File: src/rtl/ssp_rx_rjustify.sv
// SSP receive deserialiser: shifts in frame bits MSB-first and writes one right-justified,
// zero-filled word per frame into the RX FIFO, flagging overrun when the FIFO is full.
module ssp_rx_rjustify #(
  parameter int unsigned DW = 16
) (
  input  logic          PCLK,
  input  logic          PRESETn,
  input  logic          RxEn,
  input  logic [1:0]    FRFPCLK,
  input  logic [3:0]    DSSPCLK,
  input  logic          MS,
  input  logic          FrameStart,
  input  logic          RxSample,
  input  logic          RxBit,
  input  logic          RxFFull,
  output logic [DW-1:0] RxFWrData,
  output logic          RxFWr,
  output logic          RxOverrun,
  output logic          RxBusy
);

  typedef enum logic [1:0] {
    StIdle,
    StTurn,
    StShift,
    StWrite
  } state_e;

  state_e        state_q, state_d;
  logic [3:0]    cnt_q, cnt_d;
  logic [3:0]    dss_lat_q, dss_lat_d;
  logic [DW-1:0] shreg_q, shreg_d;
  logic [DW-1:0] wdata_q, wdata_d;
  logic          wr_q, wr_d;
  logic          ovr_q, ovr_d;

  logic size_ok;
  logic mw_master;

  // Sizes below 4 bits are reserved: the frame is ignored outright.
  assign size_ok   = (DSSPCLK >= 4'd3);
  assign mw_master = (FRFPCLK == 2'b10) && !MS;

  always_comb begin
    state_d   = state_q;
    cnt_d     = cnt_q;
    dss_lat_d = dss_lat_q;
    shreg_d   = shreg_q;
    wdata_d   = wdata_q;
    wr_d      = 1'b0;
    ovr_d     = 1'b0;

    if (!RxEn) begin
      state_d = StIdle;
      cnt_d   = 4'd0;
      shreg_d = '0;
    end else begin
      // The write decision is taken in WRITE even if a new frame starts in the same cycle.
      if (state_q == StWrite) begin
        if (RxFFull) begin
          ovr_d = 1'b1;
        end else begin
          wr_d    = 1'b1;
          wdata_d = shreg_q;
        end
      end

      if (FrameStart) begin
        // A coincident RxSample is deliberately not captured.
        dss_lat_d = DSSPCLK;
        cnt_d     = 4'd0;
        shreg_d   = '0;
        if (!size_ok) begin
          state_d = StIdle;
        end else if (mw_master) begin
          state_d = StTurn;
        end else begin
          state_d = StShift;
        end
      end else begin
        case (state_q)
          StIdle: begin
            state_d = StIdle;
          end
          StTurn: begin
            // Turnaround bit is consumed without being stored.
            if (RxSample) begin
              state_d = StShift;
            end
          end
          StShift: begin
            if (RxSample) begin
              shreg_d = {shreg_q[DW-2:0], RxBit};
              if (cnt_q == dss_lat_q) begin
                cnt_d   = 4'd0;
                state_d = StWrite;
              end else begin
                cnt_d = cnt_q + 4'd1;
              end
            end
          end
          StWrite: begin
            state_d = StIdle;
          end
          default: begin
            state_d = StIdle;
          end
        endcase
      end
    end
  end

  always_ff @(posedge PCLK or negedge PRESETn) begin
    if (!PRESETn) begin
      state_q   <= StIdle;
      cnt_q     <= 4'd0;
      dss_lat_q <= 4'd0;
      shreg_q   <= '0;
      wdata_q   <= '0;
      wr_q      <= 1'b0;
      ovr_q     <= 1'b0;
    end else begin
      state_q   <= state_d;
      cnt_q     <= cnt_d;
      dss_lat_q <= dss_lat_d;
      shreg_q   <= shreg_d;
      wdata_q   <= wdata_d;
      wr_q      <= wr_d;
      ovr_q     <= ovr_d;
    end
  end

  assign RxFWrData = wdata_q;
  assign RxFWr     = wr_q;
  assign RxOverrun = ovr_q;
  assign RxBusy    = (state_q != StIdle);

endmodule

File: config.mk
export PLATFORM = sky130hd
export DESIGN_NAME = ssp_rx_rjustify
export DESIGN_NICKNAME = d
export VERILOG_FILES = /design/src/rtl/ssp_rx_rjustify.sv
export SDC_FILE = /design/constraint.sdc
export NUM_CORES = 1
export LEC_CHECK = 0
export CORE_MARGIN = 10
export CORE_UTILIZATION = 50
export DETAILED_ROUTE_END_ITERATION = 12
export HOLD_SLACK_MARGIN = 0.03
export PLACE_DENSITY = 0.8
export REMOVE_ABC_BUFFERS = 1
export SKIP_CTS_REPAIR_TIMING = 1
export SYNTH_ARGS = -nofsm -noshare
export SYNTH_HDL_FRONTEND = slang
export SYNTH_SLANG_ARGS = --single-unit
File: constraint.sdc
create_clock -name PCLK -period 5.01 [get_ports PCLK]
set_clock_uncertainty 0.15 [all_clocks]
set_input_delay 1.2525 -clock PCLK [delete_from_list [all_inputs] [get_ports PCLK]]
set_output_delay 1.2525 -clock PCLK [all_outputs]
set_load 0.005 [all_outputs]
After elaboration in Yosys (flattened, before gate mapping). Cells that the tools add are included.

Add/sub/neg operators: 1. $mul: 0. Divide/modulo/power cells: 0. Order comparisons: 1. Equality and inequality tests: 10. Shift-type cells: 0. Muxes and demuxes: 23. Bitwise operators: 1. Reduce and logical (&&, ||, !) cells: 9.

Operators by type and width (count): $mux W16 (4); $mux W4 (5); $mux W2 (7); $ne A4 B4 Y1 const B (3); $eq A2 B2 Y1 const B (3); $mux W1 (6); $ne A3 B1 Y1 const B (2); $pmux W2 S3 (1); $reduce_and A3 Y1 (2); $add A4 B1 Y4 const B (1); $eq A4 B4 Y1 (1); $ge A4 B2 Y1 const B (1); $reduce_and A2 Y1 (2); $eq A2 B1 Y1 const B (1); $logic_not A2 Y1 (1); $reduce_bool A2 Y1 (1); $reduce_or A2 Y1 (1); $logic_and A1 B1 Y1 (1); $logic_not A1 Y1 (1); $not A1 Y1 (1).

Bits in registers: 44. Latch bits: 0. Bits in writable memories: 0. Bits in read-only memories: 0. Output and inout bits: 19. Logic and storage cells: 52. Memories kept: 0.

Logic depth before layout (Yosys ltp). Gate-level depths: netlist (run 1).

Word-level depth: 6. Mapped depth: 7. Mapped depth without buffers: 6.

Worst setup path before layout (run 1). No wires, ideal clock.

Path type: input -> register. Start: input RxEn. End: register state_q[1]. Data arrival time: 2.006 ns. Data required time: 4.735 ns. Slack: 2.729 ns. Cell stages on the path: 4. Path buffers: 0. Cell sequence: nor2b_1 > nand2_1 > a2bb2oi_2 > mux2_2.

Longest elaborated chain between the ends: 2. Elaborated cells on any way between the ends: 5. Those cells by class: 3 x eq/ne; 1 x mux; 1 x reduce/logical.

Ends and longest elaborated chain: start: declaration (RTL line 8) `input logic RxEn,`; $ne A4 B4 Y1 (no source line); $reduce_and A3 Y1 (no source line); end signal: assignment (RTL line 115) `state_q <= StIdle;`; end signal: assignment (RTL line 123) `state_q <= state_d;`; end: declaration (RTL line 29) `state_e state_q, state_d;`.

Several ways; a longest one is shown, not always the timed one. A chain may end at the register's enable or synchronous reset.

Worst setup path in the final report (run 1).
Start: input RxEn. End: register wdata_q[11], in the netlist RxFWrData[11].

Longest elaborated chain between the ends: 1.

Ends and longest elaborated chain: $reduce_and A3 Y1 (no source line); end signal: assignment (RTL line 127) `wdata_q <= wdata_d;`; end: declaration (RTL line 33) `logic [DW-1:0] wdata_q, wdata_d;`.

Every way passes these cells.

==> results by group, run 1 <==
Worst setup path
  – R2R Path End: RxFWrData[11]
  – Max stage delay cell, worst path: clkinv_1
  – Worst-path fanout max: 17
  – CP Launch Type: input pin
  – Crit path launch: RxEn
  – Worst setup path end: RxFWrData[11]
  – Worst EP required: 5040 ps
  – Flop-to-flop setup slack: ~2700 ps
  – CP Capture Type: register
  – Setup Crit Path Kind: in2reg
  – CP cell instances: clkdlybuf4s50_1 -> nand3b_1 -> clkinv_1 -> nand2_1 -> nand2_1
  – Worst R2R Start: state_q[0]
  – Cell depth of the worst flop-to-flop path: 5
  – Crit path DAT: ~3100 ps
  – CP peak stage delay: around 600 ps
  – Most used cell along the critical path: nand2_1

Timing
  – Final hold vios: 0
  – Slew Limit Headroom: 0.367
  – Max-slew violation count: 0
  – Final setup vio count: 0
  – RSZ-0062 raised after global routing: false
  – FMAX: around 320 MHz
  – Period minus WS final: approximately 3100 ps
  – Least-Margin Pin Slew: approximately 950 ps
  – Post-route clock period utilization: 0.620
  – Post-Route Setup TNS: 0 ps

Final layout
  – Syn-to-layout area delta: 24.7%
  – # nets final: around 250
  – Layout cell share with drive strength beyond 1: 0.0690
  – Ant diodes: 0
  – Post-route cell area: 2380 um2
  – Commonest non-fill, non-tap cells in the layout: nand2_1 (88), dfrtp_1 (44), clkdlybuf4s50_1 (31), a21oi_1 (17)
  – # fillers: 324
  – Commonest non-fill, non-tap cell in the layout: nand2_1

Yosys
  – Post-synthesis sequential area ratio: 0.576
  – Synthesized area per cell: ~9.5 um2
  – Top_reg_cell synth: dfrtp_1
  – Yosys warns: 0
  – FFs w/ async S/R, synth: 1.00
  – Synth Instances: about 200
  – Post-synth EDFFs: 0
  – Seq cells post-synth: 44
  – Synthesized area: about 1900 um2
  – Netlist cell types: 29

Pwr
  – Pleak: roughly 1.1 nW
  – Post-route total power: ~0.00075 W
  – Worst IR Drop VDD: 177 uV
  – PwrDens: ~310 nW/um2

Routing
  – Drt first pass iters: 4
  – Drc violations: 0
  – Total Wirelength: ~3.6 mm
  – DR WL/cell: approximately 13 um
  – Vias: 1425
  – Vias per cell: between 5 and 6
  – First DRT Iteration DRCs: 86
  – Post-route ant nets: 0

Floorplan
  – I/O pin count: 33
  – Initial core utilization: 0.519
  – Die Ht: between 80 and 90 um
  – Die width: approximately 82 um
  – Core Area: 3690 um2
  – Row count: 22
  – Total die area: about 6700 um2

Clocking
  – H-tree depth: 2
  – Clock root buffer master: clkbuf_8
  – Clock sink count: 44
  – TritonCTS Buffers: 5
  – Worst skew pair latency: around 300 ps
  – Clock buffer depth: 2
  – CTS tree: done
  – Clock transition at path regs: roughly 80 ps

Global routing
  – Global-route wire length before repair: approximately 6.1 mm
  – Global route overflow: 0
  – Total GRT Usage: 0.115
  – Initial antenna violation count: 0
  – Vias in the first global route: roughly 1400
  – Largest net degree at the start of global routing: 45

Worst hold path
  – Hold depth: 2
  – Worst hold path type: reg2reg

Status
  – Outcome: finished, final reports clean

Placement
  – Port bufs: 32
  – Gpl congestion: about 0.75
  – DP Wirelength: around 2.5 mm
  – Placed Instance Area: 2260 um2

Job
  – Max cap viols: 0
## stage by stage
step / setup WS (ps) / util / hold slack (ps) / instances
after floorplan: 2540 / - / 289 / 193
after global placement: 1640 / 0.612 / 302 / 273
after detailed placement: 1540 / 0.612 / 312 / 273
after CTS: 1860 / 0.647 / 333 / 280
after global routing: 1690 / 0.647 / 342 / 280
final: 1900 / 0.647 / 327 / 280
## layer usage
layer	GRT usage	share of wire	vias up
li1	-	-	707
met1	0.126	0.44	679
met2	0.197	0.48	33
met3	0.0295	0.069	6
met4	0.0663	0.018	0
met5	0	0	-
## cells in the mapped netlist (3+ instances only)
library cell	n	area, um2
mux2_2	5	56.3
nand2_1	88	330
xor2_1	3	26.3
inv_1	3	11.3
dfrtp_1	44	1100
ha_1	5	62.6
clkbuf_1	6	22.5
nor2_1	5	18.8
a21oi_1	17	85.1
## kinds of logic (layout without fill, tap and decap cells)
logic type,count (synthesis),in the layout,synth area share
buf+inv,12,43,0.0248
compound gates,26,26,0.0831
fa+ha+maj,5,5,0.0327
flops,44,44,0.576
xor+xnor,4,4,0.0222
simple gates,105,105,0.232
mux,5,5,0.0294
## sequential cells by signal, indices dropped and copies added, names as in the netlist
signal     count
state_q        2
RxFWr          1
shreg_q       16
cnt_q          4
RxFWrData     16
dss_lat_q      4
RxOverrun      1
## worst min-delay path by stage
stage                       start            end  slack [ps]
floorplan             shreg_q[15]  RxFWrData[15]         290
global placement      shreg_q[15]  RxFWrData[15]         300
detailed placement    shreg_q[15]  RxFWrData[15]         310
CTS                  RxFWrData[0]   RxFWrData[0]         330
global route        RxFWrData[13]  RxFWrData[13]         340
finish               RxFWrData[5]   RxFWrData[5]         330
## critical path: cells and delay by family
| kind | cells | cell delay (ps) |
|---|---|---|
| simple gates | 3 | 830 |
| buf+inv | 2 | 1060 |
## where the power goes
part           switching (W)  leakage [nW]  total (W)  internal (W)
clock               0.000117        0.0642   0.000314      0.000196
combinational      0.0000355         0.430  0.0000638     0.0000283
sequential        0.00000597         0.604   0.000368      0.000362
## final cells by class
class / instances / area, um2 / share of cell area
Clock buffer: 5 / 68.8 / 0.0289
Clock inverter: 2 / 60.1 / 0.0252
Sequential cell: 44 / 1100 / 0.462
Multi-Input combinational cell: 145 / 764 / 0.321
Inverter: 4 / 15.0 / 0.00630
Tap cell: 48 / 60.1 / 0.0252
Timing Repair Buffer: 32 / 315 / 0.132
Power figures use the tool's default switching activity.
==> inputs of run 2 (changes only) <==
==> constraint.sdc (replaced) <==
create_clock -name PCLK -period 3.2 [get_ports PCLK]
set_clock_uncertainty 0.15 [all_clocks]
set_input_delay 0.8 -clock PCLK [delete_from_list [all_inputs] [get_ports PCLK]]
set_output_delay 0.8 -clock PCLK [all_outputs]
set_load 0.005 [all_outputs]
==> run 2 against run 1 <==
Global-route usage rose by 0.17 points. Die area stayed put. Largest power group unchanged. Final cell count rose by 1.8%. Non-clock buffer count increased by 4. Critical endpoint is now RxBusy.
==> results by group, run 2 (same netlist as run 1, synthesis figures left out) <==
Status
  – Outcome: finished, final reports clean

Routing
  – Drc violations: 0 (unchanged)
  – Total Wirelength: 3.61 mm (+1.1%)
  – DR WL/cell: 12.7 um (-0.68%)
  – Drt first pass iters: 4 (unchanged)
  – Post-route ant nets: 0 (unchanged)
  – Vias per cell: 5.12 (+0.52%)
  – First DRT Iteration DRCs: 117 (+36%)
  – Vias: 1458 (+2.3%)

Final layout
  – Layout cell share with drive strength beyond 1: 0.0886 (+0.0196)
  – # nets final: 255 (+1.6%)
  – Core Util, Final: 0.650 (+0.00339)
  – Ant diodes: 0 (unchanged)
  – # fillers: 317 (-2.2%)
  – Commonest non-fill, non-tap cell in the layout: nand2_1
  – Commonest non-fill, non-tap cells in the layout: nand2_1 (88), dfrtp_1 (44), clkdlybuf4s50_1 (31), a21oi_1 (17)
  – Post-route cell area: 2400 um2 (+0.52%)
  – Syn-to-layout area delta: 25.3%

Pwr
  – Psw: 0.000257 W (+62%)
  – Pint: 0.000846 W (+44%)
  – Worst IR Drop VDD: 306 uV (+73%)
  – Pleak: 1.11 nW (+0.74%)
  – Comb pwr share: 0.096 (+0.010)
  – Seq pwr share: 0.523 (+0.029)
  – Post-route total power: 0.00110 W (+48%)
  – Sw Share: 0.233 (+0.0202)
  – PwrDens: 460 nW/um2 (+47%)
  – Clk network pwr share: 0.381 (-0.040)

Job
  – Max cap viols: 0 (unchanged)

Worst setup path
  – CP peak stage delay: 490 ps (-100 ps)
  – Max stage delay cell, worst path: clkdlybuf4s50_1
  – Most used cell along the critical path: inv_1
  – Worst EP required: 2250 ps (-2790 ps)
  – Buf+Inv Stages, Crit Path: 3 (+1)
  – CP Launch Type: register
  – Crit path DAT: 1520 ps (-1620 ps)
  – CP cell instances: inv_1 -> ha_1 -> inv_1 -> clkdlybuf4s50_1
  – Worst-path fanout max: 4 (-13)
  – Setup Crit Path Kind: reg2out
  – CP Capture Type: output pin
  – Delay-heaviest family, CP: buffers and inverters

Floorplan
  – Row count: 22 (unchanged)
  – Die width: 81.9 um (unchanged)
  – Core Area: 3690 um2 (unchanged)
  – Total die area: 6700 um2 (unchanged)
  – Die Ht: 81.9 um (unchanged)
  – I/O pin count: 33 (unchanged)
  – Initial core utilization: 0.519 (unchanged)

Timing
  – FMAX: about 400 MHz
  – Post-route clock period utilization: 0.772
  – Final setup vio count: 0 (unchanged)
  – Post-Route Setup TNS: 0 ps (unchanged)
  – Final hold vios: 0 (unchanged)
  – Period minus WS final: 2470 ps
  – Max-slew violation count: 0 (unchanged)
  – Least-Margin Pin Slew: 950 ps (+1.18 ps)
  – Slew Limit Headroom: 0.366 (-0.000785)
  – RSZ-0062 raised after global routing: false

Global routing
  – Total GRT Usage: 0.117 (+0.00169)
  – Initial antenna violation count: 0 (unchanged)
  – Largest net degree at the start of global routing: 45 (unchanged)
  – Vias in the first global route: 1363 (-0.80%)
  – Global route overflow: 0 (unchanged)
  – Global-route wire length before repair: 6.12 mm (+0.91%)

Clocking
  – Worst skew pair latency: 300 ps (about the same)
  – Clock buffer depth: 2 (unchanged)
  – Clock sink count: 44 (unchanged)
  – Clock transition at path regs: 80 ps (about the same)
  – CTS tree: done
  – Clock root buffer master: clkbuf_8
  – TritonCTS Buffers: 5 (unchanged)
  – H-tree depth: 2 (unchanged)

Placement
  – DP Wirelength: 2.50 mm (+1.2%)
  – Gpl congestion: 0.788 (+4.4%)
  – Placed Instance Area: 2290 um2 (+1.3%)
  – Port bufs: 32 (unchanged)

Worst hold path
  – Worst hold path type: reg2reg
run 2: final timing paths:
check	startpoint	end	slack (ps)	cells after the start
max	state_q[1]	RxBusy	730	4
min	RxFWrData[9]	RxFWrData[9]	320	2
max reg2reg	cnt_q[2]	state_q[1]	1330	4
min reg2reg	RxFWrData[9]	RxFWrData[9]	320	2
max in group asynchronous	PRESETn	shreg_q[7]	1820	1
min in group asynchronous	PRESETn	RxFWrData[2]	500	1
run 2: final cells by class:
class	count	area (um2)	share of cell area
Sequential cell	44	1100	0.459
Multi-Input combinational cell	145	764	0.319
Timing Repair Buffer	36	345	0.144
Clock buffer	5	68.8	0.0287
Tap cell	48	60.1	0.0251
Clock inverter	3	42.5	0.0177
Inverter	4	15.0	0.00626
run 2: stage by stage:
step | std cells | hold slack [ps] | setup slack, ps
after floorplan | 193 | 289 | 1180
after global placement | 277 | 304 | 768
after detailed placement | 277 | 312 | 698
after CTS | 285 | 333 | 709
after global routing | 285 | 359 | 655
final | 285 | 324 | 729
run 2: worst reg2reg max path: cells and delay by family (launching register included):
kind	cells	cell delay, ps
AOI/OAI and AO/OA	1	210
xor gates and xnor gates	1	180
DFF	1	440
muxes	1	350
and+or+nand+nor	1	440
run 2: power by group through the flow:
stage               clock network, W   logic, W  registers (W)
global placement                   0   0.000105       0.000587
floorplan                          0  0.0000568       0.000586
finish                      0.000421   0.000106       0.000577
detailed placement                 0   0.000107       0.000588
global route                0.000456   0.000117       0.000578
CTS                         0.000432   0.000108       0.000577
run 2: metal layers:
| layer | GRT usage | routed length, um |
|---|---|---|
| met5 | 0 | 0 |
| met2 | 0.188 | 1660 |
| met3 | 0.0437 | 271 |
| met1 | 0.136 | 1620 |
| met4 | 0.0527 | 59 |
